--- src/rtl/jtag_tap_axis_responder.sv ---
// JTAG target-side responder: oversampled TAP controller with IR, IDCODE, BYPASS and USER
// data registers. Every USER data-register shift is streamed out as AXI-Stream beats
// through a 2-entry output FIFO.
module jtag_tap_axis_responder #(
    parameter int unsigned C_M_AXIS_DATA_WIDTH = 64,
    parameter int unsigned C_IR_LENGTH         = 8,
    parameter logic [31:0] C_IDCODE            = 32'h1BA0_0477,
    parameter logic [7:0]  C_IDCODE_INSTR      = 8'h09,
    parameter logic [7:0]  C_USER_INSTR        = 8'h02
) (
    input  logic                               m_axis_aclk,
    input  logic                               m_axis_aresetn,
    input  logic                               TCK,
    input  logic                               TMS,
    input  logic                               TDI,
    output logic                               TDO,
    output logic [C_M_AXIS_DATA_WIDTH-1:0]     m_axis_tdata,
    output logic                               m_axis_tvalid,
    input  logic                               m_axis_tready,
    output logic [C_M_AXIS_DATA_WIDTH/8-1:0]   m_axis_tkeep,
    output logic                               m_axis_tlast,
    output logic                               overflow,
    output logic [3:0]                         tap_state
);

    localparam logic [C_IR_LENGTH-1:0] IdcodeOp  = C_IDCODE_INSTR[C_IR_LENGTH-1:0];
    localparam logic [C_IR_LENGTH-1:0] UserOp    = C_USER_INSTR[C_IR_LENGTH-1:0];
    localparam logic [C_IR_LENGTH-1:0] IrCapture = C_IR_LENGTH'(1);

    typedef enum logic [3:0] {
        StTlr   = 4'd0,
        StRti   = 4'd1,
        StSelDr = 4'd2,
        StCapDr = 4'd3,
        StShDr  = 4'd4,
        StEx1Dr = 4'd5,
        StPauDr = 4'd6,
        StEx2Dr = 4'd7,
        StUpdDr = 4'd8,
        StSelIr = 4'd9,
        StCapIr = 4'd10,
        StShIr  = 4'd11,
        StEx1Ir = 4'd12,
        StPauIr = 4'd13,
        StEx2Ir = 4'd14,
        StUpdIr = 4'd15
    } tap_state_e;

    // Synchronizer and edge-detect state
    logic [2:0] tck_sync_q;
    logic [1:0] tms_sync_q;
    logic [1:0] tdi_sync_q;
    logic       tck_rise;
    logic       tck_fall;
    logic       tms_s;
    logic       tdi_s;

    // TAP and register state
    tap_state_e             state_q;
    logic [C_IR_LENGTH-1:0] ir_q;
    logic [C_IR_LENGTH-1:0] ir_shift_q;
    logic [31:0]            dr_q;
    logic                   bypass_q;
    logic [31:0]            acc_q;
    logic [5:0]             cnt_q;
    logic                   tdo_q;

    // Datapath helpers
    logic        idcode_sel;
    logic        user_sel;
    logic        dr_bit;
    logic [7:0]  ir_ext;
    logic [31:0] acc_next;
    logic [5:0]  cnt_next;
    logic        push;
    logic [64:0] push_beat;

    // Output FIFO
    logic [64:0] mem_q [2];
    logic        wr_ptr_q;
    logic        rd_ptr_q;
    logic [1:0]  level_q;
    logic        overflow_q;
    logic        pop;
    logic        full;
    logic        accept;

    // Two-stage synchronizers; the third TCK stage only serves edge detection
    always_ff @(posedge m_axis_aclk or negedge m_axis_aresetn) begin
        if (!m_axis_aresetn) begin
            tck_sync_q <= '0;
            tms_sync_q <= '0;
            tdi_sync_q <= '0;
        end else begin
            tck_sync_q <= {tck_sync_q[1:0], TCK};
            tms_sync_q <= {tms_sync_q[0], TMS};
            tdi_sync_q <= {tdi_sync_q[0], TDI};
        end
    end

    // Edge detection plus selection and USER capture bookkeeping
    always_comb begin
        tck_rise   = tck_sync_q[1] & ~tck_sync_q[2];
        tck_fall   = ~tck_sync_q[1] & tck_sync_q[2];
        tms_s      = tms_sync_q[1];
        tdi_s      = tdi_sync_q[1];
        idcode_sel = (ir_q == IdcodeOp);
        user_sel   = (ir_q == UserOp) && !idcode_sel;
        dr_bit     = (idcode_sel || user_sel) ? dr_q[0] : bypass_q;
        ir_ext     = '0;
        ir_ext[C_IR_LENGTH-1:0] = ir_q;
        acc_next   = acc_q | ({31'b0, tdi_s} << cnt_q[4:0]);
        cnt_next   = cnt_q + 6'd1;
        // The exit rise (TMS=1) still shifts, so it always flushes at least one bit
        push       = tck_rise && (state_q == StShDr) && user_sel &&
                     ((cnt_next == 6'd32) || tms_s);
        push_beat  = {tms_s, 18'b0, cnt_next, ir_ext, acc_next};
    end

    // TAP controller: standard TMS graph, advanced on each detected TCK rise
    always_ff @(posedge m_axis_aclk or negedge m_axis_aresetn) begin
        if (!m_axis_aresetn) begin
            state_q <= StTlr;
        end else if (tck_rise) begin
            case (state_q)
                StTlr:   state_q <= tms_s ? StTlr   : StRti;
                StRti:   state_q <= tms_s ? StSelDr : StRti;
                StSelDr: state_q <= tms_s ? StSelIr : StCapDr;
                StCapDr: state_q <= tms_s ? StEx1Dr : StShDr;
                StShDr:  state_q <= tms_s ? StEx1Dr : StShDr;
                StEx1Dr: state_q <= tms_s ? StUpdDr : StPauDr;
                StPauDr: state_q <= tms_s ? StEx2Dr : StPauDr;
                StEx2Dr: state_q <= tms_s ? StUpdDr : StShDr;
                StUpdDr: state_q <= tms_s ? StSelDr : StRti;
                StSelIr: state_q <= tms_s ? StTlr   : StCapIr;
                StCapIr: state_q <= tms_s ? StEx1Ir : StShIr;
                StShIr:  state_q <= tms_s ? StEx1Ir : StShIr;
                StEx1Ir: state_q <= tms_s ? StUpdIr : StPauIr;
                StPauIr: state_q <= tms_s ? StEx2Ir : StPauIr;
                StEx2Ir: state_q <= tms_s ? StUpdIr : StShIr;
                StUpdIr: state_q <= tms_s ? StSelDr : StRti;
                default: state_q <= StTlr;
            endcase
        end
    end

    // IR, shift registers and USER accumulator, acted on in the state seen at the TCK rise
    always_ff @(posedge m_axis_aclk or negedge m_axis_aresetn) begin
        if (!m_axis_aresetn) begin
            ir_q       <= IdcodeOp;
            ir_shift_q <= '0;
            dr_q       <= '0;
            bypass_q   <= 1'b0;
            acc_q      <= '0;
            cnt_q      <= '0;
        end else begin
            if (state_q == StTlr) begin
                ir_q <= IdcodeOp;
            end
            if (tck_rise) begin
                case (state_q)
                    StCapIr: ir_shift_q <= IrCapture;
                    StShIr:  ir_shift_q <= {tdi_s, ir_shift_q[C_IR_LENGTH-1:1]};
                    // IR is loaded on entry to Update-IR
                    StEx1Ir, StEx2Ir: begin
                        if (tms_s) begin
                            ir_q <= ir_shift_q;
                        end
                    end
                    StCapDr: begin
                        if (idcode_sel) begin
                            dr_q <= C_IDCODE;
                        end else if (user_sel) begin
                            dr_q  <= '0;
                            acc_q <= '0;
                            cnt_q <= '0;
                        end else begin
                            bypass_q <= 1'b0;
                        end
                    end
                    StShDr: begin
                        if (idcode_sel || user_sel) begin
                            dr_q <= {tdi_s, dr_q[31:1]};
                        end else begin
                            bypass_q <= tdi_s;
                        end
                        if (user_sel) begin
                            if (push) begin
                                acc_q <= '0;
                                cnt_q <= '0;
                            end else begin
                                acc_q <= acc_next;
                                cnt_q <= cnt_next;
                            end
                        end
                    end
                    default: ;
                endcase
            end
        end
    end

    // TDO changes only on TCK fall while shifting; otherwise it holds
    always_ff @(posedge m_axis_aclk or negedge m_axis_aresetn) begin
        if (!m_axis_aresetn) begin
            tdo_q <= 1'b0;
        end else if (tck_fall) begin
            if (state_q == StShIr) begin
                tdo_q <= ir_shift_q[0];
            end else if (state_q == StShDr) begin
                tdo_q <= dr_bit;
            end
        end
    end

    always_comb begin
        pop    = (level_q != 2'd0) && m_axis_tready;
        full   = (level_q == 2'd2);
        // A full FIFO still takes a push when the head leaves in the same cycle
        accept = push && (!full || pop);
    end

    // 2-entry output FIFO with sticky overflow on a dropped beat
    always_ff @(posedge m_axis_aclk or negedge m_axis_aresetn) begin
        if (!m_axis_aresetn) begin
            for (int i = 0; i < 2; i++) begin
                mem_q[i] <= '0;
            end
            wr_ptr_q   <= 1'b0;
            rd_ptr_q   <= 1'b0;
            level_q    <= '0;
            overflow_q <= 1'b0;
        end else begin
            if (accept) begin
                mem_q[wr_ptr_q] <= push_beat;
                wr_ptr_q        <= ~wr_ptr_q;
            end
            if (pop) begin
                rd_ptr_q <= ~rd_ptr_q;
            end
            case ({accept, pop})
                2'b10:   level_q <= level_q + 2'd1;
                2'b01:   level_q <= level_q - 2'd1;
                default: level_q <= level_q;
            endcase
            if (push && !accept) begin
                overflow_q <= 1'b1;
            end
        end
    end

    always_comb begin
        m_axis_tvalid                = (level_q != 2'd0);
        {m_axis_tlast, m_axis_tdata} = mem_q[rd_ptr_q];
        m_axis_tkeep                 = '1;
        overflow                     = overflow_q;
        tap_state                    = state_q;
        TDO                          = tdo_q;
    end

endmodule

--- config.mk ---
export PLATFORM = sky130hd
export DESIGN_NAME = jtag_tap_axis_responder
export DESIGN_NICKNAME = d
export VERILOG_FILES = /design/src/rtl/jtag_tap_axis_responder.sv
export SDC_FILE = /design/constraint.sdc
export NUM_CORES = 1
export LEC_CHECK = 0
export BUFFER_PORTS_ARGS = -buffer_cell sky130_fd_sc_hd__buf_2
export CAP_MARGIN = 20
export CORE_ASPECT_RATIO = 1.4
export CORE_UTILIZATION = 31
export DETAILED_ROUTE_END_ITERATION = 16
export SLEW_MARGIN = 20
export SYNTH_ARGS = -nofsm -noshare
export SYNTH_HDL_FRONTEND = slang
export SYNTH_SLANG_ARGS = --single-unit
export TNS_END_PERCENT = 50
--- constraint.sdc ---
create_clock -name m_axis_aclk -period 3.2 [get_ports m_axis_aclk]
set_input_delay 0.48 -clock m_axis_aclk [delete_from_list [all_inputs] [get_ports m_axis_aclk]]
set_output_delay 0.48 -clock m_axis_aclk [all_outputs]
set_load 0.005 [all_outputs]
==> results of run 1 <==
## registers in the layout, summed over array words and instances, names as in the netlist
register and flops:
mem_q 94, acc_q 32, dr_q 32, ir_ext 8, ir_shift_q 8, cnt_q 6, tap_state 4, tck_sync_q 3
level_q 2, tdi_sync_q 2, tms_sync_q 2, TDO 1, bypass_q 1, overflow 1, rd_ptr_q 1, wr_ptr_q 1
## worst paths after layout
check	endpoint	start	slack [ps]
hold reg to reg	tms_sync_q[1]	tms_sync_q[0]	350
setup / recovery	mem_q[67]	cnt_q[0]	610
hold / removal	tap_state[3]	m_axis_aresetn	80
max in group asynchronous	ir_shift_q[3]	m_axis_aresetn	2360
setup reg to reg	mem_q[67]	cnt_q[0]	610
min in group m_axis_aclk	tdi_sync_q[0]	TDI	150
## per-layer routing
layer | GRT usage | wire length [um] | share of wire
met4 | 0.04055 | 226 | 0.012
met5 | 0 | 0 | 0
met1 | 0.1637 | 8123 | 0.44
met2 | 0.2259 | 9425 | 0.52
met3 | 0.02438 | 505 | 0.028
## power by group
part / switching (uW) / internal [uW] / leakage [uW]
combinational: 482 / 302 / 0.00220
sequential: 189 / 2660 / 0.00270
clock: 1050 / 1030 / 0.000270
total: 1720 / 4000 / 0.00517
## metrics by stage
| step | instance area, um^2 | hold slack, ps | power [uW] | utilization |
|---|---|---|---|---|
| after detailed placement | 9607 | 337.2 | 3696 | 0.3371 |
| after CTS | 10170 | 112.8 | 5785 | 0.3567 |
| after global routing | 10170 | 122.8 | 6032 | 0.3567 |
| final | 10170 | 75.70 | 5719 | 0.3567 |
| after global placement | 9607 | 336.1 | 3680 | 0.3371 |
| after floorplan | 9091 | 184.4 | 3452 | - |
## kinds of logic (layout without fill, tap and decap cells)
family,Yosys count,count (layout),share of synthesized area
multiplexers,126,126,0.1571
AND/OR/NAND/NOR,203,203,0.1102
adder cells (fa/ha/maj),1,1,0.001390
AO/OA/AOI/OAI,170,170,0.1226
XOR/XNOR,6,6,0.005838
buffers and inverters,86,119,0.05129
flip-flops,198,198,0.5507
other,2,26,0.0008343
## cell type report
class | instances | area share
clock inverters | 15 | 0.01317
inverters | 12 | 0.004431
multi-input cells | 532 | 0.3612
flip-flops and latches | 198 | 0.4878
repair buffers | 75 | 0.04542
well taps | 375 | 0.04615
clock buffers | 17 | 0.04185
## cells in the mapped netlist, types with 2 or more instances
cell	instances	area share
dfrtp_1	196	0.54
nand2_1	121	0.050
mux2_2	91	0.11
o21ai_0	58	0.032
a21o_1	35	0.029
mux2_1	31	0.039
buf_4	28	0.023
clkbuf_1	26	0.011
nor2_1	21	0.0088
a21boi_0	20	0.017
a21oi_1	20	0.011
nor2b_1	15	0.010
a22o_1	13	0.013
inv_1	12	0.0050
and2_1	10	0.0070
buf_1	8	0.0033
buf_2	8	0.0044
nand2b_1	7	0.0049
a31oi_1	5	0.0035
a211oi_1	4	0.0033
mux2i_1	4	0.0044
nand3_1	4	0.0022
xnor2_1	4	0.0039
buf_6	3	0.0038
nor3_1	3	0.0017
nor4_1	3	0.0021
o22ai_1	3	0.0021
or2_2	3	0.0021
a2bb2oi_1	2	0.0019
a32o_1	2	0.0022
conb_1	2	0.00083
dfstp_2	2	0.0058
nand3b_1	2	0.0017
nor3b_1	2	0.0017
nor4b_4	2	0.0053
or3b_2	2	0.0019
xor2_1	2	0.0019
## worst max-delay path: stages, from the launching register on
cell,delay [ps]
dfrtp_1,580
ha_1,270
o211ai_1,110
a31o_2,240
o21ai_2,100
buf_4,160
nor4b_4,220
buf_4,390
mux2_2,380
## layout by cell type (no fill, tap or decap), types with 4 or more instances in the layout
cell | synthesis | layout
nand3_1 | 4 | 4
a22o_1 | 13 | 13
mux2_2 | 91 | 91
and2_1 | 10 | 10
mux2i_1 | 4 | 4
a21o_1 | 35 | 35
inv_8 | 0 | 4
a21oi_1 | 20 | 20
clkbuf_16 | 0 | 17
nand2b_1 | 7 | 7
a211oi_1 | 4 | 4
conb_1 | 2 | 26
a21boi_0 | 20 | 20
buf_4 | 28 | 13
inv_1 | 12 | 12
nand2_1 | 121 | 121
nor2_1 | 21 | 21
mux2_1 | 31 | 31
nor2b_1 | 15 | 15
xnor2_1 | 4 | 4
buf_2 | 8 | 58
inv_6 | 0 | 7
dfrtp_1 | 196 | 195
a31oi_1 | 5 | 5
o21ai_0 | 58 | 58
==> results.ini, run 1 <==
[outcome]
status=complete, no violations

[sta]
post-route-worst-setup-slack_ps=605.4
post-route-period-util=0.8108
final_max_slew_viol_count=0
setup_viol=0
tightest_slew_ps=889.3
clock_skew_ps=14.97
slew_headroom=0.4059
finalHoldViolations=0
period_minus_slack_ps=2595
timing.fmax_ghz=0.3854
rsz0062_at_grt=no
finalSetupTns_ps=0

[routing]
drtPass1Iterations=6
wl_per_cell_um=14.94
drc=0
drt_wl_total_um=18280
drtIter0Drc=277
detail-route-antenna-nets=0
vias_per_cell=4.717
vias=5774

[clock_network]
cts_tree=yes
cts_hold_buffers=0
cts_setup_buffers=0
cts_made_buffers=17
cts.path.max_buffers=2
cts_sinks=198
clockRootBuffer=clkbuf_16
cts_max_level=4
clock_latency_ps=440
clk_pin_slew_worst_paths_ps=80
cts-resized-gates=0

[grt]
grt_max_degree=83
grt_pass1_vias=5835
grt_use_total=0.1303
grt_pass1_wl_um=30730
antenna_found_initial=0
grt_overflow_total=0

[place]
portBuffers=59
pre_cts_slack_ps=619.3
gp_congestion=0.8037
dpl.cell_count=1192
hpwl_um=11960

[yosys]
synthArstFlopShare=1.000
synth_cells=792
ys_types=55
ys_seq_elements=198
synth_flop_cell=dfrtp_1
netlist_area_um2=9001
ys_warn_count=0
yosysSeqAreaShare=0.5507
synth_area_per_cell_um2=11.37
synth_edf_count=0

[job]
drv_cap=0

[floorplan]
start_util=0.3159
die-area_um2=29730
die_y_um=203.6
core_area_um2=28500
fp.dieW_um=146.0
rows=73
num_io_pins=86

[power]
p_leak_uw=0.005173
power_density_nw_per_um2=562.5
ir_drop_mv=0.3578

[layout]
stdcell_count=1224
syn_to_final_growth_pct=12.94
multi_input_area_um2=3672
layout.area.seq_um2=4959
diodes=0
layout-drive-gt1-share=0.2509
nFillCells=2855
fin_nets=843

[critical_path]
critical_path_class=flip-flop to flip-flop
cp_max_fo=26
end_kind=flip-flop
ff2ff_path_depth=8
critPathArrivalTime_ps=2920
crit_required_ps=3520
start_kind=flip-flop

[min_path]
hold_class=primary input to asynchronous set/reset pin

No activity file was read; power rests on OpenSTA's default activity.
==> run 2, diff against run 1 <==
--- a/config.mk
+++ b/config.mk
@@ -5,6 +5,7 @@
 export SDC_FILE = /design/constraint.sdc
 export NUM_CORES = 1
 export LEC_CHECK = 0
+export ABC_AREA = 1
 export BUFFER_PORTS_ARGS = -buffer_cell sky130_fd_sc_hd__buf_2
 export CAP_MARGIN = 20
 export CORE_ASPECT_RATIO = 1.4
==> constraint.sdc (replaced) <==
create_clock -name m_axis_aclk -period 2.15 [get_ports m_axis_aclk]
set_input_delay 0.3225 -clock m_axis_aclk [delete_from_list [all_inputs] [get_ports m_axis_aclk]]
set_output_delay 0.3225 -clock m_axis_aclk [all_outputs]
set_load 0.005 [all_outputs]
==> results.ini, run 2 <==
[floorplan]
rows=72
num_io_pins=86
start_util=0.3171
core_area_um2=27840
die_y_um=201.7
die-area_um2=29160
fp.dieW_um=144.6

[layout]
top_register=mem_q
largest_register_ffs=94
nFillCells=2823
largestRegisters=mem_q x94, acc_q x32, dr_q x32
final_common_cell=nand2_1
fin_nets=1117
layout-drive-gt1-share=0.1754
syn_to_final_growth_pct=21.59
fin_util=0.3856
fin_area_um2=10730
layout_common_cells=nand2_1, dfrtp_1, inv_1

[yosys]
synth_area_per_cell_um2=8.595
ys_types=40
synthArstFlopShare=1.000
ys_warn_count=0
synth_area_leader_cell=dfrtp_1
synth_most_common_cell=nand2_1
yosysSeqAreaShare=0.5616
netlist_area_um2=8827
synth_flop_cell=dfrtp_1
synth_area_leaders=dfrtp_1, nand2_1, inv_1
yosys-top-cells-count=nand2_1, dfrtp_1, inv_1, o21ai_0, a21oi_1
synth_edf_count=0
synth_top_area_frac=0.5556
ys_seq_elements=198
synth_cells=1027

[grt]
grtUsageMet3=0.02523
busiest_layer=met2
met1_usage=0.1876
grt_use_total=0.1484
grt_pass1_wl_um=33860
grt_overflow_total=0
use_met2=0.2514
grt_max_degree=63
grt_pass1_vias=6609
antenna_found_initial=0

[power]
seqPwrFrac=0.475
power_uw=8423
power.share.switching=0.2528
ir_drop_mv=0.5216
p_clk_frac=0.409
p_leak_uw=0.005229
power_switching_uw=2129
internal_power_uw=6293
power_density_nw_per_um2=784.7
comb_power_share=0.116

[sta]
finalHoldViolations=0
post-route-worst-setup-slack_ps=22.23
rsz0062_at_grt=yes
setup_viol=0
tightest_slew_ps=513.4
period_minus_slack_ps=2128
post-route-period-util=0.9897
timing.fmax_ghz=0.4700
slew_headroom=0.6577
clock_skew_ps=13.80
worst_hold_slack_ps=47.17
final_max_slew_viol_count=0

[routing]
drt_wl_total_um=22700
drtIter0Drc=516
vias=6998
drc=0
wl_per_cell_um=15.19
drtPass1Iterations=5
vias_per_cell=4.684
detail-route-antenna-nets=0

[clock_network]
cts_max_level=4
cts_sinks=198
clock_latency_ps=430
clockRootBuffer=clkbuf_16
cts_made_buffers=17
clk_pin_slew_worst_paths_ps=70
cts.path.max_buffers=2
cts_tree=yes

[critical_path]
critical_path_class=flip-flop to flip-flop
cp_max_fo=9
end_kind=flip-flop
critPathArrivalTime_ps=2440
reg2reg_from=cnt_q[0]
cp-startpoint=cnt_q[0]
crit_required_ps=2470
start_kind=flip-flop

[outcome]
status=complete, no violations

[place]
hpwl_um=14130
portBuffers=59
pre_cts_slack_ps=106.7
placed_area_um2=9588
gp_congestion=0.8281

[min_path]
min_from=TDI
hold_class=primary input to flip-flop

[job]
drv_cap=0

## run 2: changes by cell type in the layout (fill, tap and decap cells not counted), moves of 18 or more
| cell | change |
|---|---|
| nand2_1 | +181 |
| inv_1 | +105 |
| mux2_2 | -91 |
| o21ai_1 | +63 |
| a21o_1 | -35 |
| mux2_1 | -31 |
| o21ai_0 | -26 |
| a21oi_1 | +24 |
| nand3_1 | +24 |
| o22ai_1 | +23 |
| a21boi_0 | -20 |
| nand2_2 | +19 |
| buf_4 | +18 |
## run 2: repair_timing
item,in CTS,in global routing
setup endpoints to repair,0,101
endpoints found under the hold margin,54,0
hold buffers,3,0
resized for setup,0,73
setup buffers,0,6
## run 2: critical path, cell delays in order (launching register included)
cell and delay [ps]:
dfrtp_1 420, ha_2 230, nand2_2 70, o21ai_2 120, nand2_1 70, nor2_1 90
nand2_1 80, nand2_2 120, nand2_4 70, nor2_4 140, buf_12 140, nand2_4 120
clkbuf_16 220, nand2_1 60, o21ai_1 60
## run 2: final cells by class
| cell class | instances | area (um^2) | share of cell area |
|---|---|---|---|
| clock inverter | 11 | 168.9 | 0.01574 |
| multi-input combinational | 658 | 3193 | 0.2975 |
| clock buffer | 21 | 470.5 | 0.04383 |
| inverter | 120 | 450.4 | 0.04197 |
| tap | 370 | 462.9 | 0.04313 |
| timing repair buffer | 115 | 1025 | 0.09548 |
| sequential | 198 | 4960 | 0.4621 |
| antenna | 1 | 2.502 | 0.0002332 |
## run 2: per-stage QoR
| step | TNS, ps | cells |
|---|---|---|
| 3_3_place_gp | 0 | 1440 |
| 3_5_place_dp | 0 | 1440 |
| 4_1_cts | 0 | 1475 |
| 5_1_grt | -6070 | 1493 |
| 2_1_floorplan | 0 | 1051 |
| 6_report | 0 | 1494 |
## run 2: path summary, 6_finish.rpt
| path | end | slack [ps] | cells past startpoint |
|---|---|---|---|
| max | mem_q[19] | 20 | 14 |
| min | tdi_sync_q[0] | 50 | 1 |
| max reg2reg | mem_q[19] | 20 | 14 |
| min reg2reg | tms_sync_q[1] | 350 | 0 |
| max in group asynchronous | dr_q[8] | 960 | 3 |
| min in group asynchronous | mem_q[102] | 430 | 2 |
## run 2: power groups by stage
stage	combinational (uW)	sequential (uW)	clock, uW
global placement	972	4070	0
finish	974	4000	3450
detailed placement	974	4070	0
global route	1100	4020	3670
floorplan	654	4060	0
CTS	986	4000	3530
## run 2: layer usage
layer | share of wire | routed length (um) | vias to the layer above
met2 | 0.52 | 11890 | 164
li1 | - | - | 3425
met5 | 0 | 0 | -
met4 | 0.012 | 283 | 0
met3 | 0.034 | 766 | 17
met1 | 0.43 | 9753 | 3392
## run 2: kinds of logic (layout without fill, tap and decap cells)
kind of cell,after synthesis,in the layout,synth area share
simple gates,407,408,0.1861
compound gates,221,221,0.1442
flops,198,198,0.5616
buf+inv,196,267,0.1039
other cells,2,27,0.0008508
xor+xnor,2,2,0.001985
fa+ha+maj,1,1,0.001417
